--- config.mk ---
export PLATFORM = sky130hd
export DESIGN_NAME = cpu_dump_unit
export DESIGN_NICKNAME = d
export VERILOG_FILES = /design/src/rtl/cpu_dbg_pkg.sv /design/src/rtl/perf_counter.sv /design/src/rtl/cpu_dump_unit.sv
export SDC_FILE = /design/constraint.sdc
export NUM_CORES = 1
export LEC_CHECK = 0
export CORE_UTILIZATION = 35
export CTS_BUF_LIST = sky130_fd_sc_hd__clkbuf_16
export CTS_CLUSTER_DIAMETER = 50
export CTS_CLUSTER_SIZE = 40
export DETAILED_ROUTE_END_ITERATION = 10
export GPL_TIMING_DRIVEN = 0
export HOLD_SLACK_MARGIN = 0.05
export REMOVE_ABC_BUFFERS = 1
export SKIP_CTS_REPAIR_TIMING = 1
export SYNTH_ARGS = -nofsm -noshare
export SYNTH_HDL_FRONTEND = slang
export SYNTH_HIERARCHICAL = 1
export SYNTH_SLANG_ARGS = --single-unit
--- constraint.sdc ---
create_clock -name clk -period 3.22 [get_ports clk]
set_input_delay 0.644 -clock clk [delete_from_list [all_inputs] [get_ports clk]]
set_output_delay 0.644 -clock clk [all_outputs]
set_load 0.1 [all_outputs]
--- src/rtl/cpu_dbg_pkg.sv ---
// Shared types and constants for the CPU debug/performance dump unit.
package cpu_dbg_pkg;

   typedef enum logic [2:0] {
      IDLE,
      SEND_CYC,
      SEND_INS,
      FETCH,
      SEND_REG
   } dump_state_e;

   localparam int unsigned HDR_WORDS = 2;
   localparam int unsigned CYC_IDX   = 0;
   localparam int unsigned INS_IDX   = 1;

endpackage

--- src/rtl/perf_counter.sv ---
// Saturating event counter with synchronous active-low clear.
module perf_counter #(
   parameter int CNT_W = 32
) (
   input  logic             clk,
   input  logic             rst,
   input  logic             inc,
   output logic [CNT_W-1:0] count
);

   logic [CNT_W-1:0] r_count;

   always_ff @(posedge clk) begin
      if (!rst) begin
         r_count <= '0;
      end else if (inc && (r_count != '1)) begin
         r_count <= r_count + CNT_W'(1);
      end
   end

   assign count = r_count;

endmodule

--- src/rtl/cpu_dump_unit.sv ---
// Streams a cycle/instruction counter snapshot followed by every architectural
// register over a valid/ready port; the register file is read via rf_raddr/rf_rdata.
module cpu_dump_unit
   import cpu_dbg_pkg::*;
#(
   parameter  int NUM_REGS = 32,
   parameter  int DATA_W   = 32,
   parameter  int CNT_W    = 32,
   localparam int AW       = $clog2(NUM_REGS)
) (
   input  logic              clk,
   input  logic              rst,
   input  logic              instr_retire,
   input  logic              dump_req,
   output logic [AW-1:0]     rf_raddr,
   input  logic [DATA_W-1:0] rf_rdata,
   output logic              out_valid,
   input  logic              out_ready,
   output logic [DATA_W-1:0] out_data,
   output logic              out_last,
   output logic              busy
);

   localparam logic [AW-1:0] LAST_IDX = AW'(NUM_REGS - 1);

   logic [CNT_W-1:0] w_cyc_cnt;
   logic [CNT_W-1:0] w_ins_cnt;

   perf_counter #(.CNT_W(CNT_W)) u_cyc_cnt (
      .clk   (clk),
      .rst   (rst),
      .inc   (1'b1),
      .count (w_cyc_cnt)
   );

   perf_counter #(.CNT_W(CNT_W)) u_ins_cnt (
      .clk   (clk),
      .rst   (rst),
      .inc   (instr_retire),
      .count (w_ins_cnt)
   );

   dump_state_e       r_state,    w_state_nxt;
   logic [AW-1:0]     r_idx,      w_idx_nxt;
   logic [CNT_W-1:0]  r_ins_snap, w_ins_snap_nxt;
   logic [DATA_W-1:0] r_data,     w_data_nxt;
   logic              r_valid,    w_valid_nxt;
   logic              r_last,     w_last_nxt;
   logic              r_busy,     w_busy_nxt;
   logic              w_hs;

   assign w_hs = r_valid & out_ready;

   always_ff @(posedge clk) begin
      if (!rst) begin
         r_state    <= IDLE;
         r_idx      <= '0;
         r_ins_snap <= '0;
         r_data     <= '0;
         r_valid    <= 1'b0;
         r_last     <= 1'b0;
         r_busy     <= 1'b0;
      end else begin
         r_state    <= w_state_nxt;
         r_idx      <= w_idx_nxt;
         r_ins_snap <= w_ins_snap_nxt;
         r_data     <= w_data_nxt;
         r_valid    <= w_valid_nxt;
         r_last     <= w_last_nxt;
         r_busy     <= w_busy_nxt;
      end
   end

   always_comb begin
      w_state_nxt    = r_state;
      w_idx_nxt      = r_idx;
      w_ins_snap_nxt = r_ins_snap;
      w_data_nxt     = r_data;
      w_valid_nxt    = r_valid;
      w_last_nxt     = r_last;
      w_busy_nxt     = r_busy;

      case (r_state)
         IDLE: begin
            // Both counters captured on the same edge; the instr value waits in r_ins_snap.
            if (dump_req) begin
               w_data_nxt     = DATA_W'(w_cyc_cnt);
               w_ins_snap_nxt = w_ins_cnt;
               w_valid_nxt    = 1'b1;
               w_busy_nxt     = 1'b1;
               w_state_nxt    = SEND_CYC;
            end
         end
         SEND_CYC: begin
            if (w_hs) begin
               w_data_nxt  = DATA_W'(r_ins_snap);
               w_state_nxt = SEND_INS;
            end
         end
         SEND_INS: begin
            if (w_hs) begin
               w_idx_nxt   = '0;
               w_valid_nxt = 1'b0;
               w_state_nxt = FETCH;
            end
         end
         FETCH: begin
            w_data_nxt  = rf_rdata;
            w_valid_nxt = 1'b1;
            w_last_nxt  = (r_idx == LAST_IDX);
            w_state_nxt = SEND_REG;
         end
         SEND_REG: begin
            if (w_hs) begin
               w_valid_nxt = 1'b0;
               if (r_last) begin
                  w_last_nxt  = 1'b0;
                  w_busy_nxt  = 1'b0;
                  w_state_nxt = IDLE;
               end else begin
                  w_idx_nxt   = r_idx + AW'(1);
                  w_state_nxt = FETCH;
               end
            end
         end
         default: begin
            w_state_nxt = IDLE;
         end
      endcase
   end

   assign rf_raddr  = r_idx;
   assign out_valid = r_valid;
   assign out_data  = r_data;
   assign out_last  = r_last;
   assign busy      = r_busy;

endmodule
======== Yosys cells after proc, flatten, opt, wreduce, memory -nomap -nowiden ========
Index checks and enable logic that the tools add are counted.
operators by class
  add/subtract/negate cells ............... 3
  equal/unequal tests ..................... 14
  multiplexer cells ....................... 20
  bitwise logic cells ..................... 1
  reductions and logical operators ........ 15
operators by type and width
  kind                     count
  $pmux W32 S3             1
  $add A32 B1 Y32 const B  2
  $mux W32                 2
  $ne A32 B32 Y1 const B   2
  $mux W5                  3
  $pmux W3 S5              1
  $mux W3                  4
  $ne A2 B2 Y1 const B     6
  $reduce_and A4 Y1        3
  $pmux W5 S2              1
  $eq A3 B2 Y1 const B     2
  $reduce_and A3 Y1        2
  $reduce_bool A2 Y1       3
  $reduce_bool A3 Y1       2
  $add A5 B1 Y5 const B    1
  $eq A5 B5 Y1 const B     1
  $mux W1                  4
  $pmux W1 S2              2
  $reduce_and A2 Y1        2
  $eq A3 B1 Y1 const B     1
  $eq A3 B3 Y1 const B     1
  $logic_not A3 Y1         1
  $pmux W1 S3              1
  $mux W2                  1
  4 further kinds          4
storage, ports and cells
  bits in registers ....................... 139
  input bits .............................. 37
  output and inout bits ................... 40

======== Longest topological paths before layout ========
Gate-level depths: netlist of the first run.
  depth after elaboration ................. 4
  gate-level depth with buffers ........... 8
  depth with buffers taken out ............ 6

======== Cells and area by module ========
Netlist of the first run, hierarchy kept.
modules (own cells, without submodules)
  module         times used  cells an instance  area each (um2)
  cpu_dump_unit  1           439                3603.5
  perf_counter   2           200                1704.1

======== Worst setup path after synthesis of the first run ========
No wires, ideal clock.
  path kind ............................... input-to-reg
  start point ............................. input port instr_retire
  end point ............................... register u_ins_cnt.r_count[31] (netlist: u_ins_cnt/count[31])
  arrival time ............................ 2167 ps
  data required time ...................... 3150 ps
  setup slack ............................. 983 ps
  stages .................................. 5
  buffers on the path ..................... 0
  path through ............................ nand4_1 > or4_4 > or3_1 > or4_1 > a21oi_1
between the ends
  cells in the longest elaborated chain, start to end .. 1
RTL lines
  what                    line                 text
  start: declaration      cpu_dump_unit.sv:13  input logic instr_retire,
  $logic_and A1 B1 Y1     perf_counter.sv:16   end else if (inc && (r_count != '1)) begin
  end signal: assignment  perf_counter.sv:17   r_count <= r_count + CNT_W'(1);
  end: declaration        perf_counter.sv:11   logic [CNT_W-1:0] r_count;
Every way passes these cells.
A chain may end at the register's enable or synchronous reset.

======== Worst setup path after layout of the first run ========
Ends and elaborated chain as after synthesis.

==> results by group, run 1 <==
Clock tree
  – Clock slew at reported path FFs: about 0.060 ns
  – Clk Latency, worst-skew pair: roughly 0.42 ns
  – Clock buffer count from CTS: 17
  – CTS sink cnt: between 100 and 150
  – CTS root buffer: clkbuf_16
  – H-tree depth: 4
  – TritonCTS clock tree: done
  – Clk buf depth: 2

Worst hold path
  – Worst hold path class: reg2reg
  – Hold path depth: 2
  – Hold_sp: r_ins_snap[21]
  – Hold path endpoint: r_ins_snap[21]

Finish
  – Commonest non-fill, non-tap cell in the layout: dfxtp_1
  – Final net count: approximately 920
  – Final core occ: between 40 and 50%
  – Cell area after layout: about 8600 µm²
  – Most frequent cells in the layout: dfxtp_1, nand2_1, clkdlybuf4s50_1
  – Area occupied by multi-input gates: between 3000 and 4000 µm²
  – Seq. cell area: about 2800 µm²
  – Final Non-Filler Cells: ~1200
  – Final-layout fill cell count: between 2000 and 2500
  – Layout cells sized above 1: just over 7%
  – Area growth syn-to-layout: 22.54%

Die
  – Die Area: roughly 21000 µm²
  – FP Rows: 51
  – Initial Utilization: between 30% and 40%
  – I/O Pins: 77
  – Die extent in x: 143.5 µm
  – Core area: 19530 µm²
  – Die height: roughly 140 µm

STA
  – Final Max Slew Viols: 0
  – Final Hold Vio Count: 0
  – Relative slew slack: a little over an eighth
  – RSZ-0062 raised after global routing: false
  – Setup Skew: 0.006681 ns
  – Post-route minimum period: ~3 ns
  – Hold slack: around 0.45 ns
  – Worst Max-Slew Pin Slew: 1.298 ns
  – Endpoints failing setup: 0
  – Final critical-path share of the clock period: a little over nine tenths
  – Fmax: approximately 330 MHz

Setup path
  – Reg2reg end: u_cyc_cnt/count[30]
  – CP startpoint kind: input port
  – CP bufs+invs: 1
  – CP max-delay cell: or4_4
  – R2R setup slack: ~0.42 ns
  – CP Data Arrival Time: ~3.4 ns
  – Endpoint class of the critical path: register
  – Cell Chain, Critical Path: clkdlybuf4s50_1, nand4_1, or4_4, or3_1, or4_1, a21oi_1
  – Crit-path leading delay family: simple AND/OR/NAND/NOR gates
  – Peak fanout along the critical path: 12
  – Worst EP required: roughly 3.6 ns
  – Setup CP Type: in2reg
  – R2r worst-path depth: 5
  – Reg-to-reg critical path startpoint: u_cyc_cnt/count[3]
  – Critical Path Source: instr_retire
  – CP max stage delay: 0.68 ns

Global route
  – Vias in the first global route: approximately 6000
  – Largest net degree at the start of global routing: 68
  – Total Routing Usage GR: around a fifth
  – First-pass GRT wire length: 31.12 mm
  – Overflow after GRT: 0
  – Initial antenna violation count: 1

Flow run
  – MaxCap Viol Count: 0

Synthesis
  – Post-Syn Instances: roughly 840
  – Top post-synthesis cells by area: dfxtp_1, o211ai_1, nand2_1, mux2i_1, a21oi_1
  – Yosys reg bits: between 100 and 150
  – Post-synth EDFFs: 0
  – Share of the synthesized area in the top cell type: a little under 40%
  – Avg Cell Area, Syn: 8.357 µm²
  – Async SR Flop Fraction: 0%
  – Mapped Area: between 7000 and 8000 µm²
  – Sequential area share after synthesis: 39.69%
  – Distinct cell type count after synthesis: 56
  – Synth Flop Type: dfxtp_1
  – Synth warn: 6
  – Synth area leader: dfxtp_1

Power and ir drop
  – Net Switching: roughly 0.0020 W
  – P_leak: between 2 and 3 nW
  – Internal Pwr Total: approximately 0.0036 W
  – Combinational fraction of design power: 27.2%
  – Clk pwr share: between 30% and 40%
  – Power Total: roughly 0.0056 W
  – Power per standard cell area: around 650 nW/µm²
  – Switching Share: a little over a third
  – Part of the power in registers: approximately a third
  – VDD IR max: 0.0004535 V

Routing
  – Via count: 6481
  – Drc violations: 0
  – M1 WL: between 9 and 10 mm
  – Met2 routed WL: 8.340 mm
  – Routed Antenna Nets: 0
  – Avg WL per Cell: around 17 µm
  – Final wirelength: 19.21 mm
  – Drt pass-1 iters: 8
  – Met3 routed WL: roughly 990 µm
  – Starting DRT DRC Count: 385
  – Vias per cell: roughly 5.6
  – Top Metal Used: met4

Place
  – I/O Buffers: 76
  – Final HPWL DP: roughly 13 mm
  – Placed cell areas: just under 8000 µm²
  – DP Cell Count: 1126
  – RD Place Congestion: about 0.76

Status
  – Status: complete, no violations
[metal layers]
| metal | GRT usage (%) | vias up |
|---|---|---|
| li1 | - | 3212 |
| met1 | 27.80 | 3096 |
| met2 | 29.00 | 156 |
| met3 | 4.865 | 17 |
| met4 | 5.039 | 0 |
| met5 | 0 | - |
[how the worst max path moves through the flow]
stage / endpoint / slack, ns / depth (start not counted)
finish: u_ins_cnt/count[31] / 0.19 / 6
global route: u_ins_cnt/count[31] / 0.04 / 6
CTS: u_ins_cnt/count[31] / 0.20 / 6
detailed placement: u_ins_cnt/count[31] / -0.23 / 6
global placement: rf_raddr[3] / -3.24 / 3
floorplan: out_last / -0.25 / 4
[sequential cells by signal, indices dropped and copies added (netlist names)]
signal / count
out_data: 32
r_ins_snap: 32
u_cyc_cnt/count: 32
u_ins_cnt/count: 32
rf_raddr: 5
r_state: 3
busy: 1
out_last: 1
out_valid: 1
[logic make-up after synthesis]
| logic type | synth area share (%) |
|---|---|
| AO/OA/AOI/OAI | 22.57 |
| XOR/XNOR | 1.374 |
| adder cells (fa/ha/maj) | 0.7138 |
| buffers and inverters | 4.711 |
| flip-flops | 39.69 |
| multiplexers | 6.727 |
| other | 0.05348 |
| AND/OR/NAND/NOR | 24.16 |
[metrics by stage]
| stage | setup TNS (ns) | setup WS, ns |
|---|---|---|
| 6_report | 0 | 0.1876 |
| 5_1_grt | 0 | 0.04465 |
| 4_1_cts | 0 | 0.2038 |
| 3_5_place_dp | -0.2397 | -0.2303 |
| 3_3_place_gp | -329.28 | -3.243 |
| 2_1_floorplan | -6.868 | -0.2473 |
[cells in the mapped netlist (all sizes together) (3+ instances only)]
| library cell | count |
|---|---|
| a211oi | 3 |
| a21o | 4 |
| a21oi | 71 |
| a31oi | 3 |
| and2 | 4 |
| and3 | 7 |
| and4 | 12 |
| buf | 23 |
| clkbuf | 43 |
| dfxtp | 139 |
| ha | 4 |
| inv | 8 |
| mux2i | 46 |
| nand2 | 136 |
| nand2b | 22 |
| nand3 | 33 |
| nand4 | 18 |
| nor2 | 24 |
| nor3 | 9 |
| nor4 | 12 |
| o211ai | 69 |
| o21ai | 41 |
| o311ai | 4 |
| o31ai | 22 |
| o41ai | 8 |
| or3 | 13 |
| or3b | 3 |
| or4 | 26 |
| xnor2 | 9 |
[area by class of cell]
type,instances,share of cell area [%]
antenna,1,0.02912
clock buffer,17,4.951
clock inverter,15,2.403
inverter,8,0.3495
multi-input combinational,630,45.81
sequential,139,32.42
tap,265,3.859
timing repair buffer,84,10.18
[power by group through the flow]
stage / Clock (W) / Combinational [W] / Sequential [W]
2_1_floorplan: 0 / 0.000523 / 0.00250
3_3_place_gp: 0 / 0.00147 / 0.00201
3_5_place_dp: 0 / 0.00152 / 0.00196
4_1_cts: 0.00216 / 0.00152 / 0.00192
5_1_grt: 0.00225 / 0.00161 / 0.00194
6_report: 0.00212 / 0.00152 / 0.00193
[tightest hold or removal path, stage by stage (launching register included)]
cell     delay, ns
dfxtp_1       0.31
nand2_1       0.05
a21oi_1       0.05
(Power assumes the default switching activity.)
==> inputs of run 2 (changes only) <==
- PLACE_DENSITY: unset -> 0.65
==> run 2 against run 1 <==
  * Clock-buffer cell count stayed put
  * Final cell count stayed put
  * Largest power group unchanged
  * Sequential power hardly changed
  * Critical endpoint unchanged
  * Hold slack worse by 0.0017 ns
  * Clock skew hardly changed
  * Largest cell class unchanged
  * Combinational power hardly changed
  * Utilization hardly changed
==> results by group, run 2 (synthesis gave the netlist of run 1 again) <==
Clock tree
  – Clock buffer count from CTS: 17
  – CTS sink cnt: roughly 140
  – Clk Latency, worst-skew pair: between 0.4 and 0.5 ns
  – H-tree depth: 4
  – CTS root buffer: clkbuf_16
  – Clock slew at reported path FFs: 0.06 ns
  – TritonCTS clock tree: done
  – Clk buf depth: 2

Worst hold path
  – Hold_sp: r_ins_snap[30]
  – Worst hold path class: reg2reg

Flow run
  – MaxCap Viol Count: 0

Routing
  – Drt pass-1 iters: 5
  – Final wirelength: around 19 mm
  – Vias per cell: around 5.6
  – Starting DRT DRC Count: between 400 and 500
  – Routed Antenna Nets: 0
  – Avg WL per Cell: about 17 µm
  – Drc violations: 0
  – Via count: ~6500

STA
  – Hold slack: ~0.45 ns
  – Setup ws final: just under 0.2 ns
  – Fmax: around 330 MHz
  – Final Max Slew Viols: 0
  – Final Hold Vio Count: 0
  – Endpoints failing setup: 0
  – Final critical-path share of the clock period: a little over nine tenths
  – RSZ-0062 raised after global routing: false
  – Post-route minimum period: 3.023 ns
  – Setup Skew: around 0.0071 ns
  – Worst Max-Slew Pin Slew: between 1 and 1.5 ns
  – Relative slew slack: around 32%

Setup path
  – Worst EP required: roughly 3.6 ns
  – Setup CP Type: in2reg
  – Peak fanout along the critical path: 12
  – CP Data Arrival Time: about 3.4 ns
  – CP max stage delay: 0.69 ns
  – CP startpoint kind: input port
  – CP max-delay cell: or4_4
  – Cell Chain, Critical Path: clkdlybuf4s50_1, nand4_1, or4_4, or3_1, or4_1, a21oi_1
  – Reg-to-reg critical path startpoint: u_cyc_cnt/count[3]
  – Critical Path Source: instr_retire
  – Endpoint class of the critical path: register

Finish
  – Layout cells sized above 1: a little over 7%
  – Most frequent cells in the layout: dfxtp_1, nand2_1, clkdlybuf4s50_1
  – Area growth syn-to-layout: 22.41%
  – Final Non-Filler Cells: roughly 1200
  – Final net count: a little over 900
  – Commonest non-fill, non-tap cell in the layout: dfxtp_1
  – # diodes: 0

Global route
  – Overflow after GRT: 0
  – Total Routing Usage GR: 19.51%
  – Initial antenna violation count: 0
  – Largest net degree at the start of global routing: between 70 and 80
  – First-pass GRT wire length: 31.20 mm
  – Vias in the first global route: 5990

Power and ir drop
  – P_leak: between 2 and 3 nW
  – VDD IR max: 0.0004433 V
  – Power Total: 0.005441 W
  – Power per standard cell area: ~630 nW/µm²

Die
  – Initial Utilization: between 30% and 40%
  – I/O Pins: slightly below 80
  – Die height: roughly 140 µm
  – Core area: slightly below 20000 µm²
  – Die extent in x: roughly 140 µm
  – Die Area: around 21000 µm²
  – FP Rows: 51

Place
  – DP Cell Count: around 1100
  – Pre-CTS setup slack: -0.1921 ns
  – I/O Buffers: 76
  – Final HPWL DP: about 13 mm
  – RD Place Congestion: around 0.84

Status
  – Status: complete, no violations
[run 2: worst paths after layout]
kind | to | slack, ns | cells after the start
hold / removal | r_ins_snap[30] | 0.45 | 2
setup reg to reg | u_cyc_cnt/count[30] | 0.36 | 5
hold reg to reg | r_ins_snap[30] | 0.45 | 2
setup / recovery | u_ins_cnt/count[31] | 0.20 | 6
[run 2: critical path, delay by kind of cell]
family,cells,cell delay (ns)
AND/OR/NAND/NOR,4,1.99
buffers and inverters,1,0.59
AO/OA/AOI/OAI,1,0.14
[run 2: area by class of cell]
type	instances	area (µm²)
Inverter	8	30.03
Sequential cell	139	2785
Clock inverter	15	176.4
Clock buffer	17	425.4
Multi-Input combinational cell	630	3936
Fill cell	1964	10940
Tap cell	265	331.6
Timing Repair Buffer	85	898.4
[run 2: power by group]
part,total (W),switching [W],internal (W)
Clock,0.00199,0.000777,0.00121
Sequential,0.00192,0.000109,0.00181
Combinational,0.00153,0.00111,0.000416
Total,0.00544,0.00200,0.00344
[run 2: per-layer routing]
metal | up-vias | routed length (µm) | GRT usage [%]
met1 | 3095 | 9568 | 27.44
li1 | 3217 | - | -
met5 | - | 0 | 0
met4 | 0 | 282 | 5.935
met3 | 22 | 1086 | 4.265
met2 | 170 | 8286 | 29.54
[run 2: stage by stage]
stage	instance area, µm²	setup TNS, ns	utilization [%]
4_1_cts	8563	0	43.85
3_3_place_gp	7819	-318.40	40.04
6_report	8583	0	43.96
2_1_floorplan	6726	-6.868	-
3_5_place_dp	7961	-0.1956	40.77
5_1_grt	8583	0	43.96
==> edit, RTL diff (config.mk and constraints of run 2) <==
Take the reset off `r_data` and load it in a clocked block of its own.
--- a/src/rtl/cpu_dump_unit.sv
+++ b/src/rtl/cpu_dump_unit.sv
@@ -57,5 +57,4 @@
          r_idx      <= '0;
          r_ins_snap <= '0;
-         r_data     <= '0;
          r_valid    <= 1'b0;
          r_last     <= 1'b0;
@@ -65,9 +64,12 @@
          r_idx      <= w_idx_nxt;
          r_ins_snap <= w_ins_snap_nxt;
-         r_data     <= w_data_nxt;
          r_valid    <= w_valid_nxt;
          r_last     <= w_last_nxt;
          r_busy     <= w_busy_nxt;
       end
+   end
+
+   always_ff @(posedge clk) begin
+      r_data <= w_data_nxt;
    end
 
Formal check against the unedited RTL: differs if rst is asserted again (counterexample within 4 cycles, from zero or initial values and one cycle with rst low); with rst held inactive, the same outputs for 10 cycles.
==> edit against run 2 <==
- cell area shrank 2.0%
- setup slack gained 0.0070 ns
- critical path type unchanged
- highest routed layer unchanged
- area after synthesis shrank 2.5%
- first-iteration DRC count shrank 5.2%
- utilization grew 0.55 points
- sequential cell count is the same
- routed wire length shrank 12%
Power is not compared: it rests on default switching activity, and its combinational part moved more than twofold at a synthesized area within 25%.
==> edit: results (changes against run 2) <==
stage,metric,value,unit,change
synthesis,cell_count_after_synthesis,754,,was 839
synthesis,synth_commonest_cells,"nand2_1 (135), dfxtp_1 (107), mux2i_1 (48), o21ai_0 (44), clkbuf_1 (38)",,"was dfxtp_1 (139), nand2_1 (136), a21oi_1 (71), o211ai_1 (69), mux2i_1 (46)"
synthesis,yosysUniqueCellTypes,52,,was 56
placed_design,gp_congestion,0.823,,was 0.842
critical_path,critical-path-slowest-cell,or4_4,,unchanged
finish,antenna_cells_inserted,0,,unchanged
finish,final.fill_count,1864,,was 1964
min_path,hold_end,r_ins_snap[17]$_SDFFE_PN0P_,,was r_ins_snap[30]$_SDFFE_PN0P_
synthesis,synth-seq-area-share,45.4,%,was 39.7%
synthesis,synth_edf_count,32,,was 0
global_route,grt.met1_usage,22.8,%,was 27.4%
placed_design,place.detailed.hpwl,11600,µm,was 12900 µm
critical_path,r2r_slack,0.38,ns,was 0.36 ns
finish,final_net_count,852,,was 922
drt,drt_wl_total,16900,µm,was 19200 µm
drt,drt-wirelength-per-cell,15.6,µm,was 16.6 µm
pwr,ir_drop,0.000344,V,
drt,detail_route.iter0.violations,437,,was 461
outcome,run_status,"finished, final reports clean",,unchanged
global_route,first_global_vias,5271,,was 5990
sta,timing_worst_slew_pin_value,1.10,ns,was 1.01 ns
global_route,grtUsageTotal,17.4,%,was 19.5%
placed_design,place.detailed.instances,1052,,was 1126
drt,met2WireLength,8300,µm,was 8290 µm
global_route,grt_max_degree,88,,was 78
drt,wl_on_met1,7780,µm,was 9570 µm
global_route,number_of_antenna_violations_at_the_first_check_in_global_routing,0,,unchanged
drt,drt_first_pass_iters,7,,was 5
placed_design,postPlaceCellArea,7870,µm²,was 7960 µm²
drt,vias,5799,,was 6504
synthesis,synthTopCellsByArea,"dfxtp_1 (31%), edfxtp_1 (14%), nand2_1 (7.4%), mux2i_1 (7.0%), o21ai_0 (3.2%)",,"was dfxtp_1 (40%), o211ai_1 (7.4%), nand2_1 (7.3%), mux2i_1 (6.6%), a21oi_1 (5.1%)"
global_route,grt_met3_usage,3.00,%,was 4.27%
min_path,worst_hold_startpoint,r_ins_snap[17]$_SDFFE_PN0P_,,was r_ins_snap[30]$_SDFFE_PN0P_
critical_path,r2r-start,u_cyc_cnt/count[4]$_SDFFE_PN0P_,,was u_cyc_cnt/count[3]$_SDFFE_PN0P_
global_route,met2_track_utilization_from_global_routing,28.2,%,was 29.5%
global_route,first_pass_grt_wire_length,27400,µm,was 31200 µm
critical_path,timing.critical_path.required,3.56,ns,was 3.57 ns
finish,layout-drive-gt1-share,6.80,%,was 7.27%
sta,fin_worst_skew,0.00893,ns,was 0.00708 ns
-- edit: changes by cell type in the layout (fill, tap and decap cells not counted), sizes merged, moves of 3 or more --
| cell | run 2 | this run |
|---|---|---|
| o21ai | 41 | 44 |
| a21boi | 1 | 33 |
| nor2 | 24 | 20 |
| o211ai | 69 | 5 |
| edfxtp | 0 | 32 |
| clkinvlp | 5 | 0 |
| inv | 9 | 14 |
| a21oi | 71 | 35 |
| dfxtp | 139 | 107 |
| nand4b | 0 | 3 |
-- edit: final cells by class --
class / instances / share of cell area, %
clock buffers: 18 / 5.36
clock inverters: 14 / 1.09
inverters: 7 / 0.313
multi-input cells: 562 / 42.2
flip-flops and latches: 139 / 36.9
well taps: 260 / 3.87
repair buffers: 84 / 10.3
-- edit: cell families after synthesis --
kind of cell,count (synthesis),share of synthesized area (%)
AND/OR/NAND/NOR,322,25.2
adder cells (fa/ha/maj),4,0.732
XOR/XNOR,11,1.41
multiplexers,48,7.03
AO/OA/AOI/OAI,172,16.8
flip-flops,139,45.4
buffers and inverters,57,3.42
other,1,0.0549
-- edit: critical path, delay by kind of cell --
family                 cells  cell delay [ns]
AND/OR/NAND/NOR            4             1.96
buffers and inverters      1             0.61
AO/OA/AOI/OAI              1             0.14
-- edit: power groups by stage --
stage	clock, µW	sequential [µW]	combinational [µW]
4_1_cts	1830	1870	580
3_5_place_dp	0	1900	579
3_3_place_gp	0	1910	555
6_report	1800	1870	576
2_1_floorplan	0	2180	105
5_1_grt	1910	1870	602
-- edit: stage by stage --
step,TNS (ns),hold WS (ns),setup WS (ns),utilization (%)
after CTS,0,0.456,0.230,44.5
after global routing,0,0.469,0.0584,44.5
after global placement,-184.64,0.443,-2.15,40.9
after floorplan,-23.24,0.434,-0.641,-
final,0,0.454,0.204,44.5
after detailed placement,-0.166,0.447,-0.166,41.6
